$ cat src/rtl/ssid_hit_readout.sv
// ssid_hit_readout: per-SSID query reader over the HNM/HCM/HLM A ports.
// Streams the stored hit words oldest first, then pulses a completion summary.
module ssid_hit_readout #(
    parameter int SSIDBITS         = 12,
    parameter int COLINDEXBITS_HNM = 5,
    parameter int NCOLS_HNM        = 2**COLINDEXBITS_HNM,
    parameter int ROWINDEXBITS_HNM = SSIDBITS-COLINDEXBITS_HNM,
    parameter int HITINFOBITS      = 8,
    parameter int MAXHITNBITS      = 4,
    parameter int MAXHITS          = 8,
    parameter int ROWINDEXBITS_HLM = 10,
    parameter int NCOLS_HCM        = ROWINDEXBITS_HLM+MAXHITNBITS,
    parameter int NCOLS_HLM        = HITINFOBITS*MAXHITS
) (
    input  logic                        clock,
    input  logic                        resetN,
    input  logic                        memBusy,
    input  logic                        queryValid,
    input  logic [SSIDBITS-1:0]         querySSID,
    output logic                        queryReady,
    output logic [ROWINDEXBITS_HNM-1:0] hnmAddr,
    input  logic [NCOLS_HNM-1:0]        hnmData,
    output logic [SSIDBITS-1:0]         hcmAddr,
    input  logic [NCOLS_HCM-1:0]        hcmData,
    output logic [ROWINDEXBITS_HLM-1:0] hlmAddr,
    input  logic [NCOLS_HLM-1:0]        hlmData,
    output logic                        hitValid,
    input  logic                        hitReady,
    output logic [HITINFOBITS-1:0]      hitInfo,
    output logic                        hitLast,
    output logic                        queryDone,
    output logic [MAXHITNBITS-1:0]      queryHitCount,
    output logic                        queryOverflow
);
    localparam int SLOTBITS = $clog2(MAXHITS);
    localparam logic [MAXHITNBITS-1:0] MAX_N = MAXHITNBITS'(MAXHITS);

    typedef enum logic [2:0] {IDLE, WAIT1, CHECK, WAITL1, LOAD, STREAM, DONE} state_t;

    state_t state, next;
    logic [MAXHITNBITS-1:0] n, eff;
    logic [NCOLS_HLM-1:0] row;
    logic [SLOTBITS-1:0] slot;
    logic ovf, hit;

    // hcmAddr doubles as the latched SSID; HCM is trusted only when the HNM bit is set
    assign n             = hcmData[MAXHITNBITS-1:0];
    assign hit           = hnmData[hcmAddr[COLINDEXBITS_HNM-1:0]] && n != '0;
    assign hitInfo       = row[slot*HITINFOBITS +: HITINFOBITS];
    assign hitLast       = hitValid && slot == '0;
    assign queryHitCount = queryDone ? eff : '0;
    assign queryOverflow = queryDone && ovf;

    always_ff @(posedge clock or negedge resetN)
        if (!resetN) state <= IDLE;
        else state <= next;

    always_comb begin
        next       = state;
        queryReady = 1'b0;
        hitValid   = 1'b0;
        queryDone  = 1'b0;
        unique case (state)
            IDLE: begin
                queryReady = !memBusy;
                if (queryValid && !memBusy) next = WAIT1;
            end
            WAIT1:  next = CHECK;
            CHECK:  next = hit ? WAITL1 : DONE;
            WAITL1: next = LOAD;
            LOAD:   next = STREAM;
            STREAM: begin
                hitValid = 1'b1;
                if (hitReady && slot == '0) next = DONE;
            end
            DONE: begin
                queryDone = 1'b1;
                next      = IDLE;
            end
            default: next = IDLE;
        endcase
    end

    always_ff @(posedge clock or negedge resetN) begin
        if (!resetN) begin
            hnmAddr <= '0;
            hcmAddr <= '0;
            hlmAddr <= '0;
            eff     <= '0;
            ovf     <= 1'b0;
            row     <= '0;
            slot    <= '0;
        end else begin
            if (queryValid && queryReady) begin
                hnmAddr <= querySSID[SSIDBITS-1:COLINDEXBITS_HNM];
                hcmAddr <= querySSID;
            end
            if (state == CHECK) begin
                eff <= hit ? (n > MAX_N ? MAX_N : n) : '0;
                ovf <= hit && n > MAX_N;
                if (hit) hlmAddr <= hcmData[NCOLS_HCM-1:MAXHITNBITS];
            end
            if (state == LOAD) begin
                row  <= hlmData;
                slot <= SLOTBITS'(eff - 1'b1);
            end
            if (hitValid && hitReady && slot != '0) slot <= slot - 1'b1;
        end
    end
endmodule

$ cat config.mk
export PLATFORM = sky130hd
export DESIGN_NAME = ssid_hit_readout
export DESIGN_NICKNAME = d
export VERILOG_FILES = /design/src/rtl/ssid_hit_readout.sv
export SDC_FILE = /design/constraint.sdc
export NUM_CORES = 1
export LEC_CHECK = 0
export ABC_AREA = 1
export CORE_ASPECT_RATIO = 0.9
export CORE_UTILIZATION = 49
export CTS_CLUSTER_DIAMETER = 100
export DETAILED_ROUTE_END_ITERATION = 8
export PLACE_DENSITY = 0.84
export SLEW_MARGIN = 40
export SYNTH_ARGS = -nofsm -noshare
export SYNTH_HDL_FRONTEND = slang
export SYNTH_SLANG_ARGS = --single-unit
$ cat constraint.sdc
create_clock -name clock -period 2.5 [get_ports clock]
set_input_delay 0.5 -clock clock [delete_from_list [all_inputs] [get_ports clock]]
set_output_delay 0.5 -clock clock [all_outputs]
set_load 0.02 [all_outputs]
# [After elaboration in Yosys (flattened, before gate mapping)]
# Cells that the tools add are included.
[word_totals] reg_bits=104 wordCells=52
[classes] addsub=2 magnitude_cmp=2 eq_ne=8 shifts=1 n_mux=14 n_reduce_logical=17
[op_table] cell="$shiftx 64x7->8" n=1
[op_table] cell="$pmux 3 s6" n=1
[op_table] cell="$mux 3" n=5
[op_table] cell="$mux 4" n=3
[op_table] cell="$eq 3x3->1 const B" n=3
[op_table] cell="$logic_and 1x1->1" n=9
[op_table] cell="$eq 3x2->1 const B" n=2
[op_table] cell="$logic_not 3->1" n=2
[op_table] cell="$lt 5x6->1 const B" n=1
[op_table] cell="$sub 3x1->3 const B" n=2
[op_table] cell="$bmux 1 s5" n=1
[op_table] cell="$gt 4x4->1 const B" n=1
[op_table] cell="$mux 1" n=4
[op_table] cell="$ne 2x2->1 const B" n=2
[op_table] cell="$reduce_and 2->1" n=2
[op_table] cell="$reduce_bool 4->1" n=1
[op_table] cell="$eq 3x1->1 const B" n=1
[op_table] cell="$reduce_bool 3->1" n=1
[op_table] cell="$reduce_bool 2->1" n=1
[op_table] cell="$logic_not 1->1" n=1

# [Longest topological paths before layout]
# Gate-level depths: netlist (run 1).
[depth] ltp_word=5 depth_mapped=13 depth_no_buf=11

# [Least setup slack after synthesis (run 1)]
# Ideal clock, no wire load.
[synth_path] kind="register to output" startpoint="reg slot[1]" endpoint="out hitInfo[3]" arrival_time_ns=1.532 required_ns=2.000 path_slack_ns=0.468 path_stages_with_launch=8 path_buffers=2 path_cell_list="dfrtp_1 -> clkbuf_1 -> inv_2 -> clkbuf_1 -> o21ai_0 -> o22ai_1 -> nor2_1 -> a31oi_1"
[synth_via] elab_chain_len=1
[synth_rtl] item="start: declaration" line="43" source="logic [SLOTBITS-1:0] slot;"
[synth_rtl] item="start signal: assignment" line="105" source="slot <= SLOTBITS'(eff - 1'b1);"
[synth_rtl] item="start signal: assignment" line="107" source="if (hitValid && hitReady && slot != '0) slot <= slot - 1'b1;"
[synth_rtl] item="$shiftx 64x7->8" line="49" source="assign hitInfo = row[slot*HITINFOBITS +: HITINFOBITS];"
[synth_rtl] item="end: declaration" line="29" source="output logic [HITINFOBITS-1:0] hitInfo,"
# Every way passes these cells.

# [Worst setup path in the final report (run 1)]
[layout_path] startpoint="reg slot[0]" endpoint="out hitInfo[7]"
# The elaborated chain is that of the path after synthesis.

==> results of run 1 <==
==> critical path, stage by stage (launching register included) <==
cell and delay [ns]:
dfrtp_1 0.44, buf_12 0.20, o21ai_0 0.11, o22ai_1 0.18, nor2_1 0.06, a31oi_1 0.22
clkdlybuf4s15_1 0.35
==> metrics by stage <==
step / setup WS, ns / hold WS [ns]
5_1_grt: 0.00689 / 0.0519
4_1_cts: 0.00354 / 0.0404
3_5_place_dp: 0.118 / 0.437
3_3_place_gp: 0.165 / 0.433
2_1_floorplan: 0.468 / 0.204
6_report: 0.0829 / 0.0396
==> how the worst max path moves through the flow <==
stage	start	end	slack (ns)	cells after the start
6_report	slot[0]	hitInfo[7]	0.08	6
3_5_place_dp	slot[1]	hitInfo[1]	0.12	6
2_1_floorplan	slot[1]	hitInfo[3]	0.47	7
5_1_grt	slot[0]	hitInfo[4]	0.007	6
3_3_place_gp	slot[0]	hitInfo[4]	0.16	5
4_1_cts	slot[0]	hitInfo[1]	0.004	6
==> registers in the layout, summed over array words and instances, names as in the netlist <==
name,cells
row,64
hlmAddr,10
hnmAddr,7
hcmAddr,5
eff,4
slot,3
state,3
ovf,1
==> per-layer routing <==
layer	share of wire [%]	global-route usage [%]	vias up	wire (µm)
li1	-	-	1950	-
met1	44	33.9	1892	5380
met2	47	39.9	153	5730
met3	6.5	5.28	18	793
met4	1.9	8.33	0	226
met5	0	0	-	0
==> power by group through the flow <==
stage | clock network (W) | logic (W) | registers, W
finish | 0.000931 | 0.00412 | 0.00296
global route | 0.00103 | 0.00452 | 0.00304
CTS | 0.000960 | 0.00417 | 0.00294
detailed placement | 0 | 0.00424 | 0.00294
global placement | 0 | 0.00410 | 0.00291
floorplan | 0 | 0.00281 | 0.00288
==> synth_stat cells, types with 8 or more instances <==
master | n | area [µm²]
inv_1 | 29 | 109
dfrtp_1 | 97 | 2430
nand2_1 | 61 | 229
a31oi_1 | 8 | 50.1
o21ai_2 | 10 | 87.6
clkbuf_1 | 11 | 41.3
o21ai_0 | 37 | 185
buf_4 | 11 | 82.6
mux2_2 | 60 | 676
o22ai_1 | 8 | 50.1
mux2_1 | 11 | 124
nor2_1 | 75 | 282
nand3_1 | 28 | 140
==> layout make-up <==
cell class | count | area (µm²)
Sequential cell | 97 | 2430
Inverter | 33 | 140
Timing Repair Buffer | 180 | 1790
Multi-Input combinational cell | 330 | 2080
Clock buffer | 10 | 138
Clock inverter | 6 | 41.3
Fill cell | 748 | 2880
Tap cell | 126 | 158
==> timing repair <==
action | 4_1_cts | 5_1_grt
buffers inserted | 0 | 0
endpoints found under the hold margin | 0 | 0
endpoints found under the setup margin | 15 | 10
resized for setup | 14 | 18
pin swaps | 0 | 1
==> logic make-up after synthesis <==
logic type | after synthesis
AND/OR/NAND/NOR | 179
flip-flops | 97
AO/OA/AOI/OAI | 78
multiplexers | 71
buffers and inverters | 65
XOR/XNOR | 1
adder cells (fa/ha/maj) | 1
==> cell usage in the layout (no fill, tap or decap), drive strengths merged <==
cell           instances
a21oi                  7
a31oi                  8
buf                    9
clkbuf                13
clkdlybuf4s15          1
clkdlybuf4s50        156
clkinv                 4
clkinvlp               1
dfrtp                 97
dlygate4sd1            1
dlygate4sd2            5
dlymetal6s2s           5
ha                     1
inv                   34
mux2                  71
nand2                 68
nand3                 30
nand4                  2
nor2                  76
nor3                   2
o21ai                 51
o22ai                 12
or2                    1
xnor2                  1
==> results.json, run 1 <==
{
  "floorplan.die_area_um2": 10300,
  "drt_iter0_drc": 203,
  "synth_xor_xnor_area_share_pct": 0.181,
  "synth-edff-count": 0,
  "floorplan.rows": 34,
  "clk_transition_reported_paths_ns": 0.09,
  "logic_pwr_share_pct": 51.4,
  "powerDensity_nw_per_um2": 1180,
  "final-instance-count-excl-fill": 782,
  "dp_hpwl_um": 9310,
  "post-place-cells": 766,
  "run_status": "completed",
  "number_of_antenna_violations_at_the_first_check_in_global_routing": 0,
  "grt.total_usage_pct": 24.9,
  "number_of_clock_buffers_inserted_by_tritoncts": 9,
  "clockRootBuffer": "clkbuf_8",
  "r2r_cells": 9,
  "die-height_um": 96.3,
  "switching_share_pct": 41.1,
  "remaining_drc_errors": 0,
  "synth_ff_type": "dfrtp_1",
  "cts.hold.buffers_added": 0,
  "relSlewSlack_pct": 60.4,
  "grt_max_degree": 50,
  "insertedDiodeCount": 0,
  "htree_num_levels": 3,
  "clk-insertion-delay-late_ns": 0.36,
  "wp_data_required_ns": 2.00,
  "fin_crit_ns": 2.42,
  "finalWeightedCongestion": 0.913,
  "synth.cell_area_um2": 4850,
  "number_of_i_o_port_buffers": 172,
  "routed_wire_length_per_instance_um": 15.5,
  "synthArstFlopShare_pct": 100,
  "layout_cells_sized_above_1_pct": 18.8,
  "postRouteAntennaNets": 0,
  "yosys.area_share.adder_pct": 0.258,
  "maxCapViolCount": 0,
  "seq_area_frac_synth_pct": 50.1,
  "nets": 779,
  "top_level_port_count": 173,
  "synth_simple_gate_area_share_pct": 16.0,
  "critical_path_source_type": "register",
  "route.final.wire_length_um": 12100,
  "switching_power_w": 0.00330,
  "number_of_search_and_repair_iterations_in_the_first_detailed_routing_pass": 5,
  "worstReg2RegEnd": "hlmAddr[7]",
  "area_delta_synth_final_pct": 39.9,
  "mean_instance_size_in_the_synthesized_netlist_um2": 9.85,
  "power.share.sequential_pct": 36.9,
  "vdd.ir_drop.worst_uv": 830,
  "worst_r2r_startpoint": "hcmAddr[1]",
  "start_util_pct": 50.2,
  "syn_inst": 492,
  "detailroute.via_count": 4013,
  "cts_sinks": 97,
  "setup_viol": 0,
  "clock_share_of_power_pct": 11.6,
  "vias_in_the_first_global_route": 3941,
  "final-hold-violation-count": 0,
  "floorplan.die.width_um": 107,
  "vias_per_cell": 5.13,
  "power.leakage_nw": 3.02,
  "worst_hold_path_type": "in2async",
  "setup.worst_path.class": "reg2out",
  "reg2reg_setup_slack_ns": 0.48,
  "tritoncts_clock_tree": "done",
  "finalMaxSlewViolations": 0,
  "rsz0062_at_grt": "false",
  "cp_max_fo": 33,
  "intPower_w": 0.00471,
  "worst-endpoint-arrival_ns": 1.92,
  "design.core.area_um2": 9660,
  "worstSetupEndpointType": "output port",
  "dpl_cell_area_um2": 6600,
  "synth_compound_area_share_pct": 9.86,
  "maximum_root_to_sink_buffer_count": 2,
  "post-route-period-util_pct": 96.7,
  "synth.net_count": 620,
  "total_power_w": 0.00801,
  "synth.mux.area_fraction_pct": 16.5,
  "max_slew.worst_pin.slew_ns": 0.592,
  "skew_ns": 0.00800,
  "fmaxAchievable_mhz": 414,
  "post-route-util_pct": 70.2,
  "fin_area_um2": 6780,
  "first_pass_grt_wire_length_um": 19300,
  "globalRoute.totalOverflow": 0,
  "main_combinational_cell_family_by_area_after_synthesis": "multiplexers",
  "setup_tns_ns": 0,
  "yosysWarnings": 0,
  "postSynthRegisterBits": 97,
  "synthDistinctLibCells": 31
}
Note: power is estimated with default switching activity, not from simulation.
==> inputs of run 2 (changes only) <==
GPL_TIMING_DRIVEN = 0   (was unset)
TNS_END_PERCENT = 10   (was unset)
==> run 2 against run 1 <==
Count of clock-buffer cells in the layout rose by 1. Sequential cell count stayed put. Critical path depth is the same. Sequential share of layout area down 0.73 points. Critical path type unchanged. Largest power group unchanged.
==> results.json, run 2 (same netlist as run 1, synthesis figures left out) <==
{
  "run_status": "completed",
  "floorplan.rows": 34,
  "powerDensity_nw_per_um2": 1190,
  "finalMaxSlewViolations": 0,
  "detailroute.via_count": 4194,
  "skew_ns": 0.00967,
  "top_level_port_count": 173,
  "biggestRegsByFlops": "row (64), hlmAddr (10), hnmAddr (7)",
  "post-route-util_pct": 71.7,
  "worstSetupEndpointType": "output port",
  "layout_cells_sized_above_1_pct": 21.6,
  "reg2reg_setup_slack_ns": 0.70,
  "drt_iter0_drc": 239,
  "route.final.wire_length_um": 12800,
  "cts_sinks": 97,
  "logic_pwr_share_pct": 54.6,
  "nets": 802,
  "power.leakage_nw": 3.11,
  "clock_share_of_power_pct": 11.0,
  "clk-insertion-delay-late_ns": 0.36,
  "largest_register_ff_count": 64,
  "die-height_um": 96.3,
  "clk_transition_reported_paths_ns": 0.10,
  "clockRootBuffer": "clkbuf_8",
  "dp_hpwl_um": 9740,
  "max_slew.worst_pin.slew_ns": 0.486,
  "post-route-period-util_pct": 97.7,
  "cp_max_stage_cell": "dfrtp_2",
  "number_of_antenna_violations_at_the_first_check_in_global_routing": 0,
  "fin_crit_ns": 2.44,
  "maxCapViolCount": 0,
  "first_pass_grt_wire_length_um": 20000,
  "vias_per_cell": 5.21,
  "insertedDiodeCount": 0,
  "globalRoute.totalOverflow": 0,
  "floorplan.die_area_um2": 10300,
  "worst-endpoint-arrival_ns": 1.94,
  "switching_share_pct": 41.2,
  "switching_power_w": 0.00340,
  "wp_data_required_ns": 2.00,
  "largest_register": "row",
  "number_of_i_o_port_buffers": 172,
  "maximum_root_to_sink_buffer_count": 2,
  "grt.total_usage_pct": 25.4,
  "rsz0062_at_grt": "true",
  "path_common_cell": "buf_2",
  "power.share.sequential_pct": 34.3,
  "vdd.ir_drop.worst_uv": 706,
  "worst_hold_path_type": "in2async",
  "relSlewSlack_pct": 67.5,
  "r2r_cells": 10,
  "intPower_w": 0.00484,
  "final-hold-violation-count": 0,
  "final_cell_mix": "clkdlybuf4s50_1 (156), dfrtp_1 (95), nor2_1 (75)",
  "postRouteAntennaNets": 0,
  "setup.worst_path.class": "reg2out",
  "tritoncts_clock_tree": "done",
  "cp_max_fo": 10,
  "mostFrequentLayoutCell": "clkdlybuf4s50_1",
  "htree_num_levels": 3,
  "critical_path_source_type": "register",
  "grt_max_degree": 52,
  "cts.hold.buffers_added": 0,
  "multi_input_comb_area_um2": 2090,
  "start_util_pct": 50.2,
  "number_of_clock_buffers_inserted_by_tritoncts": 9,
  "area_delta_synth_final_pct": 42.9,
  "routed_wire_length_per_instance_um": 15.9,
  "finalWeightedCongestion": 0.849,
  "design.core.area_um2": 9660,
  "setup_viol": 0,
  "fmaxAchievable_mhz": 409,
  "number_of_search_and_repair_iterations_in_the_first_detailed_routing_pass": 4,
  "cts_setup_buffers": 0,
  "worstReg2RegEnd": "slot[2]",
  "final-instance-count-excl-fill": 805,
  "critPathMaxStageDelay_ns": 0.48,
  "cp_cell_sequence": "buf_2, o21ai_0, o22ai_1, nor2_1, a31oi_1, buf_2",
  "register_area_um2": 2430,
  "remaining_drc_errors": 0,
  "worst_r2r_startpoint": "state[1]",
  "fillcell_total": 728,
  "floorplan.die.width_um": 107,
  "vias_in_the_first_global_route": 4213,
  "post-place-cells": 791
}
[run 2: stage by stage]
step | total power [W] | setup WS (ns) | area (µm²) | hold slack [ns] | setup TNS (ns)
after floorplan | 0.00569 | 0.468 | 4850 | 0.204 | 0
after global placement | 0.00722 | -2.52 | 6730 | 0.466 | -246.00
after detailed placement | 0.00742 | -0.366 | 6750 | 0.459 | -2.64
after CTS | 0.00826 | -0.0524 | 6920 | 0.0625 | -0.165
after global routing | 0.00880 | -0.0600 | 6930 | 0.0701 | -0.193
final | 0.00824 | 0.0573 | 6930 | 0.0500 | 0
[run 2: metal layers]
metal	share of wire [%]	global-route usage, %
met2	49	43.4
met5	0	0
met1	43	32.4
met4	2.2	9.02
met3	5.9	5.15
[run 2: final cells by class]
cell class / instances / share of cell area, %
inverters: 33 / 1.93
well taps: 126 / 2.28
flip-flops and latches: 97 / 35.1
multi-input cells: 330 / 30.1
repair buffers: 173 / 24.9
clock inverters: 5 / 0.578
clock buffers: 11 / 1.90
plain buffers: 30 / 3.20
[run 2: critical path: cells and delay by family (launching register included)]
kind / cells / cell delay [ns]
compound gates: 3 / 0.55
simple gates: 1 / 0.09
buf+inv: 2 / 0.46
flops: 1 / 0.48
[run 2: worst max-delay path by stage]
stage / start / to / slack (ns) / depth (start not counted)
6_report: slot[0] / hitInfo[0] / 0.06 / 6
2_1_floorplan: slot[1] / hitInfo[3] / 0.47 / 7
3_5_place_dp: slot[1] / hitInfo[2] / -0.37 / 8
5_1_grt: slot[0] / hitInfo[0] / -0.06 / 7
3_3_place_gp: resetN / hnmAddr[5] / -2.52 / 1
4_1_cts: slot[0] / hitInfo[6] / -0.05 / 7
[run 2: power by group through the flow]
stage | registers [W] | clock network, W | logic (W)
detailed placement | 0.00281 | 0 | 0.00461
floorplan | 0.00288 | 0 | 0.00281
global placement | 0.00276 | 0 | 0.00446
CTS | 0.00282 | 0.000928 | 0.00451
finish | 0.00283 | 0.000909 | 0.00450
global route | 0.00292 | 0.000995 | 0.00488
[run 2: what timing repair did]
action,4_1_cts,5_1_grt
setup endpoints to repair,14,14
gates resized for setup,42,19
hold endpoints to repair,0,0
==> inputs of run 3 (changes only) <==
CTS_BUF_LIST = sky130_fd_sc_hd__clkbuf_16   (was unset)
==> run 3 against run 2 <==
Sequential share of layout area is 0.49 points lower. Power is 4.7% higher. Clock skew shrank 0.0029 ns. Via count is 0.50% higher. Routed wire length up 1.5%. Design area up 1.4%. Sequential cell count unchanged. Global-route usage grew 0.47 points. Register-to-register slack improved by 0.02 ns. Count of clock-buffer cells in the layout shrank 2.
==> results.json, run 3 (same netlist as run 1, synthesis figures left out) <==
{
  "r2r_cells": 13,
  "clk_transition_reported_paths_ns": 0.07,
  "detailroute.via_count": 4215,
  "cts_sinks": 97,
  "met1Wirelength_um": 5520,
  "vias_in_the_first_global_route": 4277,
  "vias_per_cell": 5.24,
  "fin_crit_ns": 2.43,
  "cts.hold.buffers_added": 0,
  "route.final.wire_length_um": 13000,
  "worstReg2RegEnd": "hlmAddr[3]",
  "insertedDiodeCount": 0,
  "fillcell_total": 695,
  "fmaxAchievable_mhz": 411,
  "drt_iter0_drc": 189,
  "relSlewSlack_pct": 63.2,
  "wl_met2_um": 6390,
  "dp_hpwl_um": 9740,
  "top_level_port_count": 173,
  "clk-insertion-delay-late_ns": 0.34,
  "cp_max_fo": 10,
  "tritoncts_clock_tree": "done",
  "grt.total_usage_pct": 25.9,
  "wp_data_required_ns": 2.00,
  "post-route-period-util_pct": 97.3,
  "setup.worst_path.class": "reg2out",
  "total_power_w": 0.00863,
  "run_status": "completed",
  "start_util_pct": 50.2,
  "setup_viol": 0,
  "maximum_root_to_sink_buffer_count": 2,
  "worst_hold_path_type": "in2async",
  "worstSetupStartpoint": "slot[0]",
  "clockRootBuffer": "clkbuf_16",
  "number_of_search_and_repair_iterations_in_the_first_detailed_routing_pass": 5,
  "remaining_drc_errors": 0,
  "die-height_um": 96.3,
  "final-hold-violation-count": 0,
  "reg2reg_setup_slack_ns": 0.72,
  "grt_max_degree": 52,
  "routed_wire_length_per_instance_um": 16.1,
  "power.leakage_nw": 3.10,
  "postRouteAntennaNets": 0,
  "maxCapViolCount": 0,
  "number_of_i_o_port_buffers": 172,
  "design.core.area_um2": 9660,
  "layout_cells_sized_above_1_pct": 21.6,
  "floorplan.die_area_um2": 10300,
  "worst-endpoint-arrival_ns": 1.93,
  "globalRoute.totalOverflow": 0,
  "max_slew.worst_pin.slew_ns": 0.553,
  "biggestRegsByFlops": "row (64), hlmAddr (10), hnmAddr (7)",
  "mostFrequentLayoutCell": "clkdlybuf4s50_1",
  "worstSetupEndpointType": "output port",
  "number_of_clock_buffers_inserted_by_tritoncts": 9,
  "skew_ns": 0.00681,
  "highest_metal_used": "met4",
  "floorplan.rows": 34,
  "nets": 802,
  "area_delta_synth_final_pct": 45.0,
  "final_cell_mix": "clkdlybuf4s50_1 (160), dfrtp_1 (95), nor2_1 (75)",
  "largest_register_ff_count": 64,
  "finalMaxSlewViolations": 0,
  "cts_setup_buffers": 0,
  "number_of_antenna_violations_at_the_first_check_in_global_routing": 0,
  "floorplan.die.width_um": 107,
  "final-instance-count-excl-fill": 805,
  "largest_register": "row",
  "htree_num_levels": 3,
  "vdd.ir_drop.worst_uv": 794,
  "finalWeightedCongestion": 0.849,
  "rsz0062_at_grt": "true",
  "critical_path_source_type": "register",
  "worst_r2r_startpoint": "hcmAddr[0]",
  "first_pass_grt_wire_length_um": 20400,
  "wl_met3_um": 708,
  "powerDensity_nw_per_um2": 1230,
  "post-place-cells": 791
}
## run 3: cell count changes in the layout (fill, tap and decap cells not counted), moves of 2 or more
cell	before	now
clkbuf_1	4	2
clkdlybuf4s50_1	156	160
dlymetal6s2s_1	6	3
inv_1	29	31
clkbuf_16	0	9
clkbuf_8	9	0
## run 3: layout make-up
class / count / area (µm²) / area share, %
buffer: 30 / 224 / 3.19
timing repair buffer: 173 / 1720 / 24.5
sequential: 97 / 2430 / 34.6
clock inverter: 7 / 47.5 / 0.677
clock buffer: 9 / 225 / 3.21
inverter: 33 / 136 / 1.94
multi-input combinational: 330 / 2090 / 29.7
tap: 126 / 158 / 2.24
## run 3: worst max path at each step
stage / cells past startpoint / end
2_1_floorplan: 7 / hitInfo[3]
3_3_place_gp: 1 / hnmAddr[5]
3_5_place_dp: 8 / hitInfo[2]
4_1_cts: 7 / hitInfo[6]
5_1_grt: 6 / hitInfo[0]
6_report: 6 / hitInfo[0]
## run 3: timing repair
item,CTS,global route
setup endpoints to repair,14,11
pin swaps,0,0
gates resized for setup,42,16
## run 3: per-stage QoR
stage | worst slack, ns | hold slack [ns] | setup TNS, ns | utilization, % | instance area [µm²]
2_1_floorplan | 0.468 | 0.204 | 0 | - | 4850
3_3_place_gp | -2.52 | 0.466 | -246.00 | 69.6 | 6730
3_5_place_dp | -0.366 | 0.459 | -2.64 | 69.9 | 6750
4_1_cts | -0.0207 | 0.0969 | -0.0366 | 72.8 | 7030
5_1_grt | -0.0302 | 0.103 | -0.0323 | 72.7 | 7020
6_report | 0.0663 | 0.0740 | 0 | 72.7 | 7020
## run 3: critical path: stages (launching register included)
cell and delay [ns]:
dfrtp_2 0.46, clkbuf_2 0.31, nor2_1 0.08, o22ai_1 0.23
nor2_1 0.10, a31oi_1 0.21, buf_2 0.20
## run 3: per-layer routing
layer  up-vias  track usage (%)
met3        33             5.55
met1      2012             32.8
li1       2001                -
met5         -                0
met4         0             8.11
met2       169             44.7
## run 3: power breakdown
part | leakage (nW) | switching, W | internal, W | total (W)
sequential | 1.15 | 0.000488 | 0.00235 | 0.00284
clock | 0.131 | 0.000591 | 0.000672 | 0.00126
combinational | 1.82 | 0.00240 | 0.00213 | 0.00452
total | 3.10 | 0.00348 | 0.00515 | 0.00863
